===== src/rtl/con_ff_unit.sv =====
// Branch-condition flip-flop: evaluates the IR condition field against the bus,
// commits into CON (1 or 2 cycles after con_in), publishes via valid/ack, and keeps saturating stats.
module con_ff_unit #(
  parameter int DATA_W   = 32,
  parameter int IR_W     = 32,
  parameter int COND_LSB = 19,
  parameter int COND_W   = 3,
  parameter int PIPE     = 0,
  parameter int CNT_W    = 16
) (
  input  logic              clk,
  input  logic              clr,
  input  logic              con_in,
  input  logic [IR_W-1:0]   ir,
  input  logic [DATA_W-1:0] bus_in,
  input  logic              con_ack,
  input  logic              stat_clr,
  output logic              con,
  output logic              con_valid,
  output logic [CNT_W-1:0]  eval_cnt,
  output logic [CNT_W-1:0]  taken_cnt
);

  typedef enum logic {IDLE = 1'b0, HELD = 1'b1} state_t;

  localparam logic [CNT_W-1:0] CNT_MAX = '1;

  logic [COND_W-1:0] code;
  logic [2:0]        code_x;
  logic              z, n, eval_res;
  logic              commit, commit_res;
  logic              unused_ir;

  state_t            state_q, state_d;
  logic              con_q, con_d;
  logic [CNT_W-1:0]  eval_q, eval_d;
  logic [CNT_W-1:0]  taken_q, taken_d;

  assign code      = ir[COND_LSB +: COND_W];
  assign code_x    = 3'(code);
  assign z         = (bus_in == '0);
  assign n         = bus_in[DATA_W-1];
  assign unused_ir = ^ir;

  // With COND_W=2 code_x never exceeds 3, so legacy behaviour falls out directly.
  always_comb begin
    eval_res = 1'b0;
    case (code_x)
      3'd0: eval_res = z;
      3'd1: eval_res = !z;
      3'd2: eval_res = !n;
      3'd3: eval_res = n;
      3'd4: eval_res = !n && !z;
      3'd5: eval_res = n || z;
      3'd6: eval_res = 1'b1;
      3'd7: eval_res = 1'b0;
      default: eval_res = 1'b0;
    endcase
  end

  generate
    if (PIPE != 0) begin : g_pipe
      logic stg_vld_q, stg_res_q;
      always_ff @(posedge clk or posedge clr) begin
        if (clr) begin
          stg_vld_q <= 1'b0;
          stg_res_q <= 1'b0;
        end else begin
          stg_vld_q <= con_in;
          stg_res_q <= eval_res;
        end
      end
      assign commit     = stg_vld_q;
      assign commit_res = stg_res_q;
    end else begin : g_direct
      assign commit     = con_in;
      assign commit_res = eval_res;
    end
  endgenerate

  // A commit always wins over ack; an unacked result is simply overwritten.
  always_comb begin
    state_d = state_q;
    con_d   = con_q;
    eval_d  = eval_q;
    taken_d = taken_q;
    if (commit) begin
      state_d = HELD;
      con_d   = commit_res;
    end else if (con_ack) begin
      state_d = IDLE;
    end
    if (stat_clr) begin
      eval_d  = '0;
      taken_d = '0;
    end else if (commit) begin
      if (eval_q != CNT_MAX) eval_d = eval_q + CNT_W'(1);
      if (commit_res && (taken_q != CNT_MAX)) taken_d = taken_q + CNT_W'(1);
    end
  end

  always_ff @(posedge clk or posedge clr) begin
    if (clr) begin
      state_q <= IDLE;
      con_q   <= 1'b0;
      eval_q  <= '0;
      taken_q <= '0;
    end else begin
      state_q <= state_d;
      con_q   <= con_d;
      eval_q  <= eval_d;
      taken_q <= taken_d;
    end
  end

  assign con       = con_q;
  assign con_valid = (state_q == HELD);
  assign eval_cnt  = eval_q;
  assign taken_cnt = taken_q;

endmodule


===== config.mk =====
export PLATFORM = sky130hd
export DESIGN_NAME = con_ff_unit
export DESIGN_NICKNAME = d
export VERILOG_FILES = /design/src/rtl/con_ff_unit.sv
export SDC_FILE = /design/constraint.sdc
export NUM_CORES = 1
export LEC_CHECK = 0
export CORE_MARGIN = 2
export CORE_UTILIZATION = 43
export DETAILED_ROUTE_END_ITERATION = 10
export PLACE_DENSITY = 0.83
export SETUP_SLACK_MARGIN = 0.02
export SLEW_MARGIN = 20
export SYNTH_ARGS = -nofsm -noshare
export SYNTH_HDL_FRONTEND = slang
export SYNTH_SLANG_ARGS = --single-unit

===== constraint.sdc =====
create_clock -name clk -period 5.5 [get_ports clk]
set_input_delay 1.375 -clock clk [delete_from_list [all_inputs] [get_ports clk]]
set_output_delay 1.375 -clock clk [all_outputs]
set_load 0.02 [all_outputs]

# Word-level counts from Yosys, hierarchy flattened
# Cells that the tools add are included.
# word_totals
out_inout_bits	34
word_cells	37
in_bits	69
register_bits	34
# classes
reduce_logical	13
add_sub_neg	2
n_eq_ne	9
muxes	9
# ops
operator	n
two-way mux 16 bit	6
adder 16 x 1 -> 16 bit, second input constant	2
logical NOT 32 bit	1
inequality test 16 bit, second input constant	2
== test 3 bit, second input constant	4
one-hot mux 1 bit (8 select lines)	1
nonzero test 2 bit	4
== test 3 x 2 -> 1 bit, second input constant	2
AND reduction 2 bit	2
== test 3 x 1 -> 1 bit, second input constant	1
logical NOT 3 bit	1
logical AND 1 bit	2
logical NOT 1 bit	2
two-way mux 1 bit	2
logical OR 1 bit	1

# Depth between registers and ports, before layout
# Gate-level depths: netlist of the first run.
# logic_depth
word_depth	8
ltp_mapped	8
depth_no_buf	7

# Least setup slack after synthesis of the first run
# Ideal clock, no wire load.
# synth_timing
kind	input to register
startpoint	in bus_in[26]
endpoint	reg taken_q[7] (netlist: taken_cnt[7])
stages	7
setup_ns	0.125
path_buffers	1
t_arrival_ns	3.253
t_required_ns	5.375
slack_ns	2.123
path_cell_list	nor4_1 nand4_1 or4_4 and4_4 buf_6 nor4b_1 mux2_2
# synth_between
elab_chain_cells	7
elab_cells_between_ends	8
classes_between	1 x mux; 7 x reduce/logical
# synth_lines
item	line_no	text
from (decl)	15	input logic [DATA_W-1:0] bus_in,
logical NOT 32 bit (*)	41	assign z = (bus_in == '0);
logical NOT 1 bit	50, 53	
logical AND 1 bit	53	3'd4: eval_res = !n && !z;
one-hot mux 1 bit (8 select lines) (*)	48	case (code_x)
logical AND 1 bit (*)	98	if (commit_res && (taken_q != CNT_MAX)) taken_d = taken_q + CNT_W'(1);
nonzero test 2 bit (no line) (*)	--	
AND reduction 2 bit (no line) (*)	--	
to (signal assigned)	112	taken_q <= taken_d;
to (decl)	37	logic [CNT_W-1:0] taken_q, taken_d;
# Every way passes the cells marked *; elsewhere a longest branch is shown, timed or not.
# A chain may end at the register's enable or synchronous reset.

# Worst setup path after layout of the first run
# layout_timing
startpoint	in bus_in[26]
endpoint	reg taken_q[0] (netlist: taken_cnt[0])
# Same word-level chain as after synthesis.

==> results of run 1 <==
[layout make-up]
| class | instances | share of cell area |
|---|---|---|
| flip-flops and latches | 34 | 0.296 |
| repair buffers | 76 | 0.262 |
| well taps | 52 | 0.0227 |
| multi-input cells | 167 | 0.378 |
| inverters | 11 | 0.0144 |
| clock buffers | 7 | 0.0266 |
[worst paths after layout]
| kind | cells after the start | slack [ns] | start | end |
|---|---|---|---|---|
| setup / recovery | 7 | 1.84 | bus_in[26] | taken_cnt[0]$_DFFE_PP0P_ |
| hold / removal | 1 | 0.48 | con$_DFFE_PP0P_ | con$_DFFE_PP0P_ |
| setup reg to reg | 7 | 3.04 | taken_cnt[0]$_DFFE_PP0P_ | taken_cnt[15]$_DFFE_PP0P_ |
| hold reg to reg | 1 | 0.48 | con$_DFFE_PP0P_ | con$_DFFE_PP0P_ |
| max in group asynchronous | 3 | 3.70 | clr | eval_cnt[4]$_DFFE_PP0P_ |
| min in group asynchronous | 3 | 1.49 | clr | eval_cnt[9]$_DFFE_PP0P_ |
[critical path: stages]
cell and delay, ns:
clkdlybuf4s50_1 0.40, nor4_1 0.30, nand4_1 0.18, or4_4 0.53
and4_4 0.29, nor3_1 0.37, mux2_2 0.38
[logic make-up (layout without fill, tap and decap cells)]
family                     Yosys count  in the layout  synth area share
xor gates and xnor gates            13             13            0.0562
AOI/OAI and AO/OA                   39             39             0.131
muxes                                6              6            0.0321
and+or+nand+nor                    107            107             0.304
adders and majority gates            2              2            0.0124
DFF                                 34             34             0.420
buffers and inverters               20             94            0.0439
[stage by stage]
| stage | util | cells | worst slack [ns] | power, mW | cell area, sq um |
|---|---|---|---|---|---|
| after global placement | 0.629 | 340 | 1.61 | 0.339 | 2800 |
| after detailed placement | 0.629 | 340 | 1.54 | 0.341 | 2800 |
| after floorplan | - | 221 | 2.12 | 0.296 | 2020 |
| after CTS | 0.646 | 347 | 1.83 | 0.509 | 2870 |
| after global routing | 0.646 | 347 | 1.61 | 0.525 | 2870 |
| final | 0.646 | 347 | 1.84 | 0.507 | 2870 |
[power groups by stage]
stage / registers, mW / clock network [mW] / logic (mW)
after floorplan: 0.267 / 0 / 0.0294
after global placement: 0.262 / 0 / 0.0766
after detailed placement: 0.263 / 0 / 0.0781
after CTS: 0.258 / 0.173 / 0.0786
after global routing: 0.258 / 0.182 / 0.0853
final: 0.258 / 0.171 / 0.0781
[registers in the layout (all words and copies together), names as in the netlist]
name       flops
eval_cnt      16
taken_cnt     16
con            1
con_valid      1
[per-layer routing]
layer | vias up | track usage | share of wire
met5 | - | 0 | 0
met2 | 39 | 0.356 | 0.51
met1 | 959 | 0.269 | 0.45
li1 | 979 | - | -
met4 | 0 | 0.0700 | 0.012
met3 | 7 | 0.0401 | 0.031
[layout by cell type (no fill, tap or decap), types with 4 or more instances in the layout]
cell	count
nor3_1	5
dfrtp_1	34
o31ai_1	7
and2_1	4
clkdlybuf4s50_1	73
xor2_1	8
nor4_1	10
nor2b_1	4
a21oi_1	13
nand2_1	10
mux2_2	4
nor2_1	21
nand3_1	12
clkbuf_8	5
xnor2_1	5
and3_1	4
or4_1	10
inv_1	11
nand4_1	11
and4_1	5
o21ai_0	5
==> run_summary.xml, run 1 <==
<?xml version="1.0" encoding="UTF-8"?>
<metrics>
  <group name="status">
    <metric name="outcome" unit="">finished, final reports clean</metric>
  </group>
  <group name="cells_and_area">
    <metric name="syn2layout_area_growth" unit="%">41.8</metric>
    <metric name="layout.nets" unit="">366</metric>
    <metric name="layout.filler_cells" unit="">382</metric>
    <metric name="antenna_diode_count" unit="">0</metric>
    <metric name="regArea" unit="sq um">851</metric>
    <metric name="multiInputGateArea" unit="sq um">1080</metric>
    <metric name="drive_gt1_frac" unit="">0.0610</metric>
  </group>
  <group name="synth">
    <metric name="synth_seq_cells" unit="">34</metric>
    <metric name="yosys_warnings" unit="">0</metric>
    <metric name="cell_type_with_the_largest_total_area_after_synthesis" unit="">dfrtp_1</metric>
    <metric name="synth-edff-count" unit="">0</metric>
    <metric name="ys_seq_area_frac" unit="">0.420</metric>
    <metric name="post_syn_instances" unit="">221</metric>
    <metric name="post_synth.cell_area_avg" unit="sq um">9.16</metric>
    <metric name="yosys.cell_types.count" unit="">42</metric>
    <metric name="synth.cells.most_frequent" unit="">dfrtp_1, nor2_1, a21oi_1</metric>
    <metric name="yosys_most_used_dff" unit="">dfrtp_1</metric>
    <metric name="yosys.cell_count.top_type" unit="">dfrtp_1</metric>
    <metric name="netlist_top_cells_area" unit="">dfrtp_1, nor2_1, or4_1</metric>
    <metric name="syn_nets" unit="">292</metric>
    <metric name="async_flop_share" unit="">1.00</metric>
    <metric name="fraction_of_post_synthesis_cell_area_in_the_top_cell_type_by_area" unit="">0.420</metric>
    <metric name="post_synth_instance_area" unit="sq um">2020</metric>
  </group>
  <group name="clock_tree">
    <metric name="h-tree-depth" unit="">2</metric>
    <metric name="cts_repair_resize_count" unit="">0</metric>
    <metric name="clock_sinks" unit="">34</metric>
    <metric name="worst_setup_hold_path_clk_slew" unit="ns">0.07</metric>
    <metric name="holdBufCountCts" unit="">0</metric>
    <metric name="post-cts-setup-buffers" unit="">0</metric>
    <metric name="clockBufferDepth" unit="">2</metric>
    <metric name="root_buffer" unit="">clkbuf_8</metric>
    <metric name="clk-insertion-delay-late" unit="ns">0.28</metric>
    <metric name="cts_tree" unit="">done</metric>
    <metric name="total_cts_buffers" unit="">5</metric>
  </group>
  <group name="floorplanning">
    <metric name="die-area" unit="sq um">5270</metric>
    <metric name="initial_utilization" unit="">0.456</metric>
    <metric name="chipWidth" unit="microns">72.6</metric>
    <metric name="placeableCoreArea" unit="sq um">4440</metric>
    <metric name="io_pins" unit="">103</metric>
    <metric name="placement_rows" unit="">24</metric>
    <metric name="die_height" unit="microns">72.6</metric>
  </group>
  <group name="place">
    <metric name="placement.io_buffers" unit="">73</metric>
    <metric name="place.detailed.hpwl" unit="mm">3.82</metric>
    <metric name="place_congestion" unit="">0.781</metric>
  </group>
  <group name="global_routing">
    <metric name="pin_count_of_the_biggest_net_entering_global_routing" unit="">38</metric>
    <metric name="first_global_vias" unit="">1987</metric>
    <metric name="grt_pass1_wl" unit="mm">8.85</metric>
    <metric name="number_of_antenna_violations_at_the_first_check_in_global_routing" unit="">0</metric>
    <metric name="total_global_route_track_usage" unit="">0.210</metric>
    <metric name="globalRoute.totalOverflow" unit="">0</metric>
  </group>
  <group name="setup_path">
    <metric name="criticalPathCategory" unit="">input port to flip-flop</metric>
    <metric name="startpoint_type" unit="">input port</metric>
    <metric name="arrival" unit="ns">3.82</metric>
    <metric name="crit_required" unit="ns">5.66</metric>
    <metric name="worst_setup_path_end_kind" unit="">flip-flop</metric>
    <metric name="crit_path_max_fanout" unit="">23</metric>
  </group>
  <group name="drt">
    <metric name="drcViolationCount" unit="">0</metric>
    <metric name="routed_wl" unit="mm">5.15</metric>
    <metric name="detail_route.vias_per_cell" unit="">5.72</metric>
    <metric name="drt.antenna.violating_nets" unit="">0</metric>
    <metric name="initial_drc_count" unit="">181</metric>
    <metric name="via_total_after_detailed_routing" unit="">1984</metric>
    <metric name="detail_routed_net_length_per_standard_cell" unit="microns">14.8</metric>
    <metric name="dr.pass1.iters" unit="">4</metric>
  </group>
  <group name="power_and_ir_drop">
    <metric name="power.internal" unit="mW">0.382</metric>
    <metric name="seq_power_share" unit="">0.508</metric>
    <metric name="worst_ir_drop_vdd" unit="V">0.0000875</metric>
    <metric name="p_sw" unit="mW">0.125</metric>
    <metric name="power_density" unit="nW/um^2">177</metric>
    <metric name="clock_network_power_share" unit="">0.338</metric>
    <metric name="power.switching_fraction" unit="">0.246</metric>
    <metric name="p_comb_frac" unit="">0.154</metric>
    <metric name="power.leakage" unit="nW">1.10</metric>
  </group>
  <group name="timing">
    <metric name="final-max-slew-violation-count" unit="">0</metric>
    <metric name="setup_repair_after_global_routing_missed_its_margin" unit="">no</metric>
    <metric name="setup-tns-final" unit="ns">0</metric>
    <metric name="setup_violations" unit="">0</metric>
    <metric name="worst-slew-pin-transition" unit="ns">0.928</metric>
    <metric name="fin_crit_sh" unit="">0.666</metric>
    <metric name="time_the_final_worst_path_needs_with_i_o_delays_and_setup" unit="ns">3.66</metric>
    <metric name="timing.clock.skew" unit="ns">0.00681</metric>
    <metric name="report.final.hold_viol_count" unit="">0</metric>
    <metric name="holdWs" unit="ns">0.483</metric>
    <metric name="relSlewSlack" unit="">0.374</metric>
    <metric name="maxClockFrequency" unit="MHz">273</metric>
  </group>
  <group name="job">
    <metric name="max-cap-violations" unit="">0</metric>
  </group>
  <group name="worst_hold_path">
    <metric name="timing.hold.worst.class" unit="">flip-flop to flip-flop</metric>
  </group>
</metrics>
Note: power is estimated with default switching activity, not from simulation.
==> inputs of run 2 (changes only) <==
--- a/config.mk
+++ b/config.mk
@@ -6,9 +6,9 @@
 export NUM_CORES = 1
 export LEC_CHECK = 0
 export CORE_MARGIN = 2
-export CORE_UTILIZATION = 43
+export CORE_UTILIZATION = 40
 export DETAILED_ROUTE_END_ITERATION = 10
-export PLACE_DENSITY = 0.83
+export PLACE_DENSITY = 0.77
 export SETUP_SLACK_MARGIN = 0.02
 export SLEW_MARGIN = 20
 export SYNTH_ARGS = -nofsm -noshare
==> constraint.sdc (replaced) <==
create_clock -name clk -period 3.8 [get_ports clk]
set_input_delay 0.95 -clock clk [delete_from_list [all_inputs] [get_ports clk]]
set_output_delay 0.95 -clock clk [all_outputs]
set_load 0.02 [all_outputs]
==> run 2 against run 1 <==
Compared with the run above:
- via count decreased by 1.7%
- non-clock buffer count stayed put
- global-route usage shrank 1.6 points
- flip-flop and latch count unchanged
- power up 47%
- core utilization is 4.5 points lower
- critical endpoint is now taken_cnt[5]$_DFFE_PP0P_
- sequential power rose by 45%
- register-to-register slack worse by 1.7 ns
- hold slack improved by 0.0042 ns
- setup slack lost 1.2 ns
- clock skew decreased by 0.0016 ns
- clock-buffer cell count fell by 1
==> run_summary.xml, run 2 (synthesis gave the netlist of run 1 again) <==
<?xml version="1.0" encoding="UTF-8"?>
<metrics>
  <group name="drt">
    <metric name="detail_routed_net_length_per_standard_cell" unit="microns">13.8</metric>
    <metric name="via_total_after_detailed_routing" unit="">1951</metric>
    <metric name="drcViolationCount" unit="">0</metric>
    <metric name="drt.antenna.violating_nets" unit="">0</metric>
    <metric name="routed_wl" unit="mm">4.99</metric>
    <metric name="detail_route.vias_per_cell" unit="">5.40</metric>
    <metric name="initial_drc_count" unit="">94</metric>
    <metric name="dr.pass1.iters" unit="">4</metric>
  </group>
  <group name="job">
    <metric name="max-cap-violations" unit="">0</metric>
  </group>
  <group name="setup_path">
    <metric name="timing.critical_path.slowest_cell_delay" unit="ns">0.53</metric>
    <metric name="crit_path_max_fanout" unit="">23</metric>
    <metric name="cp-endpoint" unit="">taken_cnt[5]$_DFFE_PP0P_</metric>
    <metric name="critical_path.cell_chain" unit="">clkdlybuf4s50_1 &gt; nor4_1 &gt; nand4_1 &gt; or4_4 &gt; and4_4 &gt; nor4_1 &gt; mux2_2</metric>
    <metric name="timing.critical_path.mode_cell" unit="">nor4_1</metric>
    <metric name="timing.critical_path.from" unit="">bus_in[26]</metric>
    <metric name="worst_setup_path_end_kind" unit="">flip-flop</metric>
    <metric name="crit_required" unit="ns">3.96</metric>
    <metric name="critical_path.reg2reg.endpoint" unit="">taken_cnt[15]$_DFFE_PP0P_</metric>
    <metric name="arrival" unit="ns">3.37</metric>
    <metric name="timing.critical_path.max_delay_family" unit="">simple AND/OR/NAND/NOR gates</metric>
    <metric name="worstReg2RegStart" unit="">taken_cnt[0]$_DFFE_PP0P_</metric>
    <metric name="criticalPathCategory" unit="">input port to flip-flop</metric>
    <metric name="timing.critical_path.buf_inv" unit="">1</metric>
    <metric name="startpoint_type" unit="">input port</metric>
    <metric name="r2r_setup_slk" unit="ns">1.39</metric>
    <metric name="critical_path.slowest_cell" unit="">or4_4</metric>
    <metric name="worstRegToRegCells" unit="">7</metric>
    <metric name="critical_path_depth" unit="">7</metric>
  </group>
  <group name="clock_tree">
    <metric name="cts_tree" unit="">done</metric>
    <metric name="total_cts_buffers" unit="">5</metric>
    <metric name="post-cts-setup-buffers" unit="">0</metric>
    <metric name="h-tree-depth" unit="">2</metric>
    <metric name="worst_setup_hold_path_clk_slew" unit="ns">0.07</metric>
    <metric name="cts_repair_resize_count" unit="">0</metric>
    <metric name="clk-insertion-delay-late" unit="ns">0.28</metric>
    <metric name="clock_sinks" unit="">34</metric>
    <metric name="clockBufferDepth" unit="">2</metric>
    <metric name="root_buffer" unit="">clkbuf_8</metric>
    <metric name="holdBufCountCts" unit="">0</metric>
  </group>
  <group name="global_routing">
    <metric name="pin_count_of_the_biggest_net_entering_global_routing" unit="">38</metric>
    <metric name="globalRoute.totalOverflow" unit="">0</metric>
    <metric name="grt_pass1_wl" unit="mm">8.51</metric>
    <metric name="number_of_antenna_violations_at_the_first_check_in_global_routing" unit="">0</metric>
    <metric name="total_global_route_track_usage" unit="">0.194</metric>
    <metric name="first_global_vias" unit="">1868</metric>
  </group>
  <group name="cells_and_area">
    <metric name="final_cells" unit="">361</metric>
    <metric name="drive_gt1_frac" unit="">0.0646</metric>
    <metric name="antenna_diode_count" unit="">0</metric>
    <metric name="layout.filler_cells" unit="">449</metric>
    <metric name="most_common_library_cell_in_the_layout_ignoring_fill_and_taps" unit="">clkdlybuf4s50_1</metric>
    <metric name="design_area" unit="sq um">2900</metric>
    <metric name="finalCoreUtilization" unit="">0.601</metric>
    <metric name="highest_count_cells_in_the_layout_ignoring_fill_and_taps" unit="">clkdlybuf4s50_1, dfrtp_1, nor2_1</metric>
    <metric name="syn2layout_area_growth" unit="%">43.1</metric>
    <metric name="layout.nets" unit="">366</metric>
  </group>
  <group name="timing">
    <metric name="setup_violations" unit="">0</metric>
    <metric name="report.final.hold_viol_count" unit="">0</metric>
    <metric name="final-max-slew-violation-count" unit="">0</metric>
    <metric name="maxClockFrequency" unit="MHz">312</metric>
    <metric name="holdWs" unit="ns">0.488</metric>
    <metric name="setup-tns-final" unit="ns">0</metric>
    <metric name="setup_ws" unit="ns">0.591</metric>
    <metric name="timing.clock.skew" unit="ns">0.00523</metric>
    <metric name="worst-slew-pin-transition" unit="ns">0.927</metric>
    <metric name="relSlewSlack" unit="">0.375</metric>
    <metric name="time_the_final_worst_path_needs_with_i_o_delays_and_setup" unit="ns">3.21</metric>
    <metric name="fin_crit_sh" unit="">0.845</metric>
    <metric name="setup_repair_after_global_routing_missed_its_margin" unit="">no</metric>
  </group>
  <group name="place">
    <metric name="detailed_place.area" unit="sq um">2810</metric>
    <metric name="place_congestion" unit="">0.803</metric>
    <metric name="placement.io_buffers" unit="">73</metric>
    <metric name="post_place_cells" unit="">355</metric>
    <metric name="place.detailed.hpwl" unit="mm">3.69</metric>
    <metric name="dpl_worst_slack" unit="ns">0.292</metric>
  </group>
  <group name="floorplanning">
    <metric name="placement_rows" unit="">25</metric>
    <metric name="initial_utilization" unit="">0.420</metric>
    <metric name="die_height" unit="microns">75.1</metric>
    <metric name="chipWidth" unit="microns">75.1</metric>
    <metric name="die-area" unit="sq um">5650</metric>
    <metric name="placeableCoreArea" unit="sq um">4820</metric>
    <metric name="io_pins" unit="">103</metric>
  </group>
  <group name="power_and_ir_drop">
    <metric name="worst_ir_drop_vdd" unit="V">0.000170</metric>
    <metric name="post-layout-total-power" unit="mW">0.744</metric>
    <metric name="power.leakage" unit="nW">1.10</metric>
    <metric name="power_density" unit="nW/um^2">257</metric>
  </group>
  <group name="status">
    <metric name="outcome" unit="">finished, final reports clean</metric>
  </group>
  <group name="worst_hold_path">
    <metric name="timing.hold.worst.class" unit="">flip-flop to flip-flop</metric>
  </group>
</metrics>
run 2: cell types whose count changed in the layout (fill, tap and decap cells not counted), sizes merged:
cell	change
clkbuf	-1
run 2: worst min path at each step:
stage / from / endpoint / slack, ns / cells past startpoint
floorplan: con$_DFFE_PP0P_ / con$_DFFE_PP0P_ / 0.59 / 1
global placement: con$_DFFE_PP0P_ / con$_DFFE_PP0P_ / 0.46 / 1
detailed placement: con$_DFFE_PP0P_ / con$_DFFE_PP0P_ / 0.48 / 1
CTS: con$_DFFE_PP0P_ / con$_DFFE_PP0P_ / 0.50 / 1
global route: con$_DFFE_PP0P_ / con$_DFFE_PP0P_ / 0.53 / 1
finish: con$_DFFE_PP0P_ / con$_DFFE_PP0P_ / 0.49 / 1
run 2: report_power, final:
| group | internal (mW) | switching [mW] | total, mW |
|---|---|---|---|
| clock network | 0.140 | 0.119 | 0.258 |
| logic | 0.0597 | 0.0526 | 0.112 |
| registers | 0.368 | 0.00548 | 0.373 |
run 2: cell type report:
cell class / count / area [sq um] / share of cell area
clock buffer: 6 / 82.6 / 0.0285
inverter: 11 / 41.3 / 0.0143
multi-input combinational: 167 / 1080 / 0.375
sequential: 34 / 851 / 0.294
tap: 67 / 83.8 / 0.0289
timing repair buffer: 76 / 753 / 0.260
run 2: metal layers:
layer / wire [microns] / global-route usage
met1: 2380 / 0.269
met5: 0 / 0
met4: 41 / 0.0507
met3: 207 / 0.0361
met2: 2360 / 0.312
==> inputs of run 3 (changes only) <==
--- a/config.mk
+++ b/config.mk
@@ -6,9 +6,9 @@
 export NUM_CORES = 1
 export LEC_CHECK = 0
 export CORE_MARGIN = 2
-export CORE_UTILIZATION = 40
+export CORE_UTILIZATION = 36
 export DETAILED_ROUTE_END_ITERATION = 10
-export PLACE_DENSITY = 0.77
+export PLACE_DENSITY = 0.73
 export SETUP_SLACK_MARGIN = 0.02
 export SLEW_MARGIN = 20
 export SYNTH_ARGS = -nofsm -noshare
==> constraint.sdc (replaced) <==
create_clock -name clk -period 2.9 [get_ports clk]
set_input_delay 0.725 -clock clk [delete_from_list [all_inputs] [get_ports clk]]
set_output_delay 0.725 -clock clk [all_outputs]
set_load 0.02 [all_outputs]
==> run 3 against run 2 <==
Compared with the run above:
- die area up 11%
- register-to-register slack worse by 0.83 ns
- sequential power up 31%
- flip-flop and latch count unchanged
- setup slack worse by 0.58 ns
- combinational power up 52%
- core utilization down 2.2 points
- clock power up 74%
- global-route usage down 1.2 points
- final cell count up 4.7%
- largest power group unchanged
- highest routed layer unchanged
==> run_summary.xml, run 3 (synthesis gave the netlist of run 1 again) <==
<?xml version="1.0" encoding="UTF-8"?>
<metrics>
  <group name="drt">
    <metric name="drcViolationCount" unit="">0</metric>
    <metric name="via_total_after_detailed_routing" unit="">2083</metric>
    <metric name="dr.pass1.iters" unit="">5</metric>
    <metric name="initial_drc_count" unit="">109</metric>
    <metric name="routed_wl" unit="mm">5.87</metric>
    <metric name="drt.antenna.violating_nets" unit="">0</metric>
    <metric name="detail_route.vias_per_cell" unit="">5.51</metric>
    <metric name="detail_routed_net_length_per_standard_cell" unit="microns">15.5</metric>
  </group>
  <group name="timing">
    <metric name="report.final.hold_viol_count" unit="">0</metric>
    <metric name="setup_violations" unit="">0</metric>
    <metric name="fin_crit_sh" unit="">0.998</metric>
    <metric name="worst-slew-pin-transition" unit="ns">0.914</metric>
    <metric name="maxClockFrequency" unit="MHz">346</metric>
    <metric name="holdWs" unit="ns">0.488</metric>
    <metric name="final-max-slew-violation-count" unit="">0</metric>
    <metric name="setup-tns-final" unit="ns">0</metric>
    <metric name="relSlewSlack" unit="">0.384</metric>
    <metric name="timing.clock.skew" unit="ns">0.00637</metric>
    <metric name="time_the_final_worst_path_needs_with_i_o_delays_and_setup" unit="ns">2.89</metric>
    <metric name="setup_ws" unit="ns">0.00573</metric>
  </group>
  <group name="cells_and_area">
    <metric name="layout.nets" unit="">377</metric>
    <metric name="final_cells" unit="">378</metric>
    <metric name="highest_count_cells_in_the_layout_ignoring_fill_and_taps" unit="">clkdlybuf4s50_1, dfrtp_1, nor2_1</metric>
    <metric name="design_area" unit="sq um">3170</metric>
    <metric name="drive_gt1_frac" unit="">0.134</metric>
    <metric name="finalCoreUtilization" unit="">0.579</metric>
    <metric name="syn2layout_area_growth" unit="%">56.6</metric>
    <metric name="antenna_diode_count" unit="">0</metric>
    <metric name="most_common_library_cell_in_the_layout_ignoring_fill_and_taps" unit="">clkdlybuf4s50_1</metric>
  </group>
  <group name="setup_path">
    <metric name="crit_required" unit="ns">3.08</metric>
    <metric name="crit_path_max_fanout" unit="">4</metric>
    <metric name="startpoint_type" unit="">input port</metric>
    <metric name="criticalPathCategory" unit="">input port to flip-flop</metric>
    <metric name="arrival" unit="ns">3.07</metric>
    <metric name="worst_setup_path_end_kind" unit="">flip-flop</metric>
  </group>
  <group name="clock_tree">
    <metric name="worst_setup_hold_path_clk_slew" unit="ns">0.07</metric>
    <metric name="cts_tree" unit="">done</metric>
    <metric name="clk-insertion-delay-late" unit="ns">0.29</metric>
    <metric name="h-tree-depth" unit="">2</metric>
    <metric name="total_cts_buffers" unit="">5</metric>
    <metric name="root_buffer" unit="">clkbuf_8</metric>
    <metric name="clock_sinks" unit="">34</metric>
    <metric name="clockBufferDepth" unit="">2</metric>
  </group>
  <group name="floorplanning">
    <metric name="io_pins" unit="">103</metric>
    <metric name="placeableCoreArea" unit="sq um">5470</metric>
    <metric name="die_height" unit="microns">79.0</metric>
    <metric name="initial_utilization" unit="">0.370</metric>
    <metric name="die-area" unit="sq um">6240</metric>
    <metric name="chipWidth" unit="microns">79.0</metric>
    <metric name="placement_rows" unit="">27</metric>
  </group>
  <group name="place">
    <metric name="place_congestion" unit="">0.806</metric>
    <metric name="place.detailed.hpwl" unit="mm">3.95</metric>
    <metric name="post_place_cells" unit="">369</metric>
    <metric name="placement.io_buffers" unit="">73</metric>
    <metric name="detailed_place.area" unit="sq um">2890</metric>
    <metric name="dpl_worst_slack" unit="ns">-0.362</metric>
  </group>
  <group name="global_routing">
    <metric name="total_global_route_track_usage" unit="">0.182</metric>
    <metric name="number_of_antenna_violations_at_the_first_check_in_global_routing" unit="">0</metric>
    <metric name="first_global_vias" unit="">1949</metric>
    <metric name="global_route.usage.met1" unit="">0.236</metric>
    <metric name="met3_usage" unit="">0.0364</metric>
    <metric name="grt_most_used_layer" unit="">met2</metric>
    <metric name="grt_pass1_wl" unit="mm">9.01</metric>
    <metric name="grt_use_met2" unit="">0.307</metric>
    <metric name="globalRoute.totalOverflow" unit="">0</metric>
    <metric name="pin_count_of_the_biggest_net_entering_global_routing" unit="">35</metric>
  </group>
  <group name="power_and_ir_drop">
    <metric name="p_sw" unit="mW">0.264</metric>
    <metric name="power.leakage" unit="nW">1.35</metric>
    <metric name="worst_ir_drop_vdd" unit="V">0.000236</metric>
    <metric name="seq_power_share" unit="">0.442</metric>
    <metric name="power.internal" unit="mW">0.844</metric>
    <metric name="power_density" unit="nW/um^2">349</metric>
    <metric name="clock_network_power_share" unit="">0.405</metric>
    <metric name="p_comb_frac" unit="">0.153</metric>
    <metric name="post-layout-total-power" unit="mW">1.11</metric>
    <metric name="power.switching_fraction" unit="">0.238</metric>
  </group>
  <group name="worst_hold_path">
    <metric name="timing.hold.worst.class" unit="">flip-flop to flip-flop</metric>
  </group>
  <group name="job">
    <metric name="max-cap-violations" unit="">0</metric>
  </group>
  <group name="status">
    <metric name="outcome" unit="">finished, final reports clean</metric>
  </group>
</metrics>
-- run 3: cell count changes in the layout (fill, tap and decap cells not counted), moves of 2 or more --
cell,change
buf_6,+2
dlymetal6s2s_1,+19
clkdlybuf4s50_1,-19
buf_4,+7
nor4_2,+5
nor4_1,-6
-- run 3: final timing paths --
check | startpoint | to | slack [ns] | cells past startpoint
setup / recovery | bus_in[26] | taken_cnt[15]$_DFFE_PP0P_ | 0.006 | 8
hold / removal | con$_DFFE_PP0P_ | con$_DFFE_PP0P_ | 0.49 | 1
setup reg to reg | taken_cnt[0]$_DFFE_PP0P_ | taken_cnt[15]$_DFFE_PP0P_ | 0.56 | 7
hold reg to reg | con$_DFFE_PP0P_ | con$_DFFE_PP0P_ | 0.49 | 1
max in group asynchronous | clr | taken_cnt[13]$_DFFE_PP0P_ | 1.76 | 3
min in group asynchronous | clr | eval_cnt[9]$_DFFE_PP0P_ | 0.82 | 3
-- run 3: power groups by stage --
stage | logic (mW) | clock network, mW | registers, mW
global route | 0.185 | 0.477 | 0.490
finish | 0.170 | 0.448 | 0.490
global placement | 0.155 | 0 | 0.498
floorplan | 0.0557 | 0 | 0.506
CTS | 0.160 | 0.455 | 0.489
detailed placement | 0.158 | 0 | 0.498
-- run 3: final cells by class --
cell class              instances  area (sq um)
fillers                       486          2300
inverters                      11          41.3
flip-flops and latches         34           851
multi-input cells             169          1200
clock buffers                   6          82.6
clock inverters                 1          30.0
well taps                      72          90.1
repair buffers                 85           876
-- run 3: worst max-delay path: stages --
cell and delay [ns]:
clkdlybuf4s50_1 0.43, nor4_1 0.23, nand4_1 0.18, or4_4 0.60
buf_6 0.15, and3_1 0.17, mux2i_1 0.23, mux2_2 0.36
-- run 3: per-layer routing --
| metal | vias to the layer above | routed length (microns) |
|---|---|---|
| met3 | 8 | 279 |
| met4 | 0 | 87 |
| li1 | 1006 | - |
| met1 | 1006 | 2630 |
| met5 | - | 0 |
| met2 | 63 | 2870 |
-- run 3: repair_timing --
item / in CTS / in global routing
hold buffers: 0 / 0
pin swaps: 1 / 12
gates resized for setup: 3 / 34
buffers inserted: 0 / 0
cloned: 0 / 2
endpoints found under the setup margin: 3 / 15
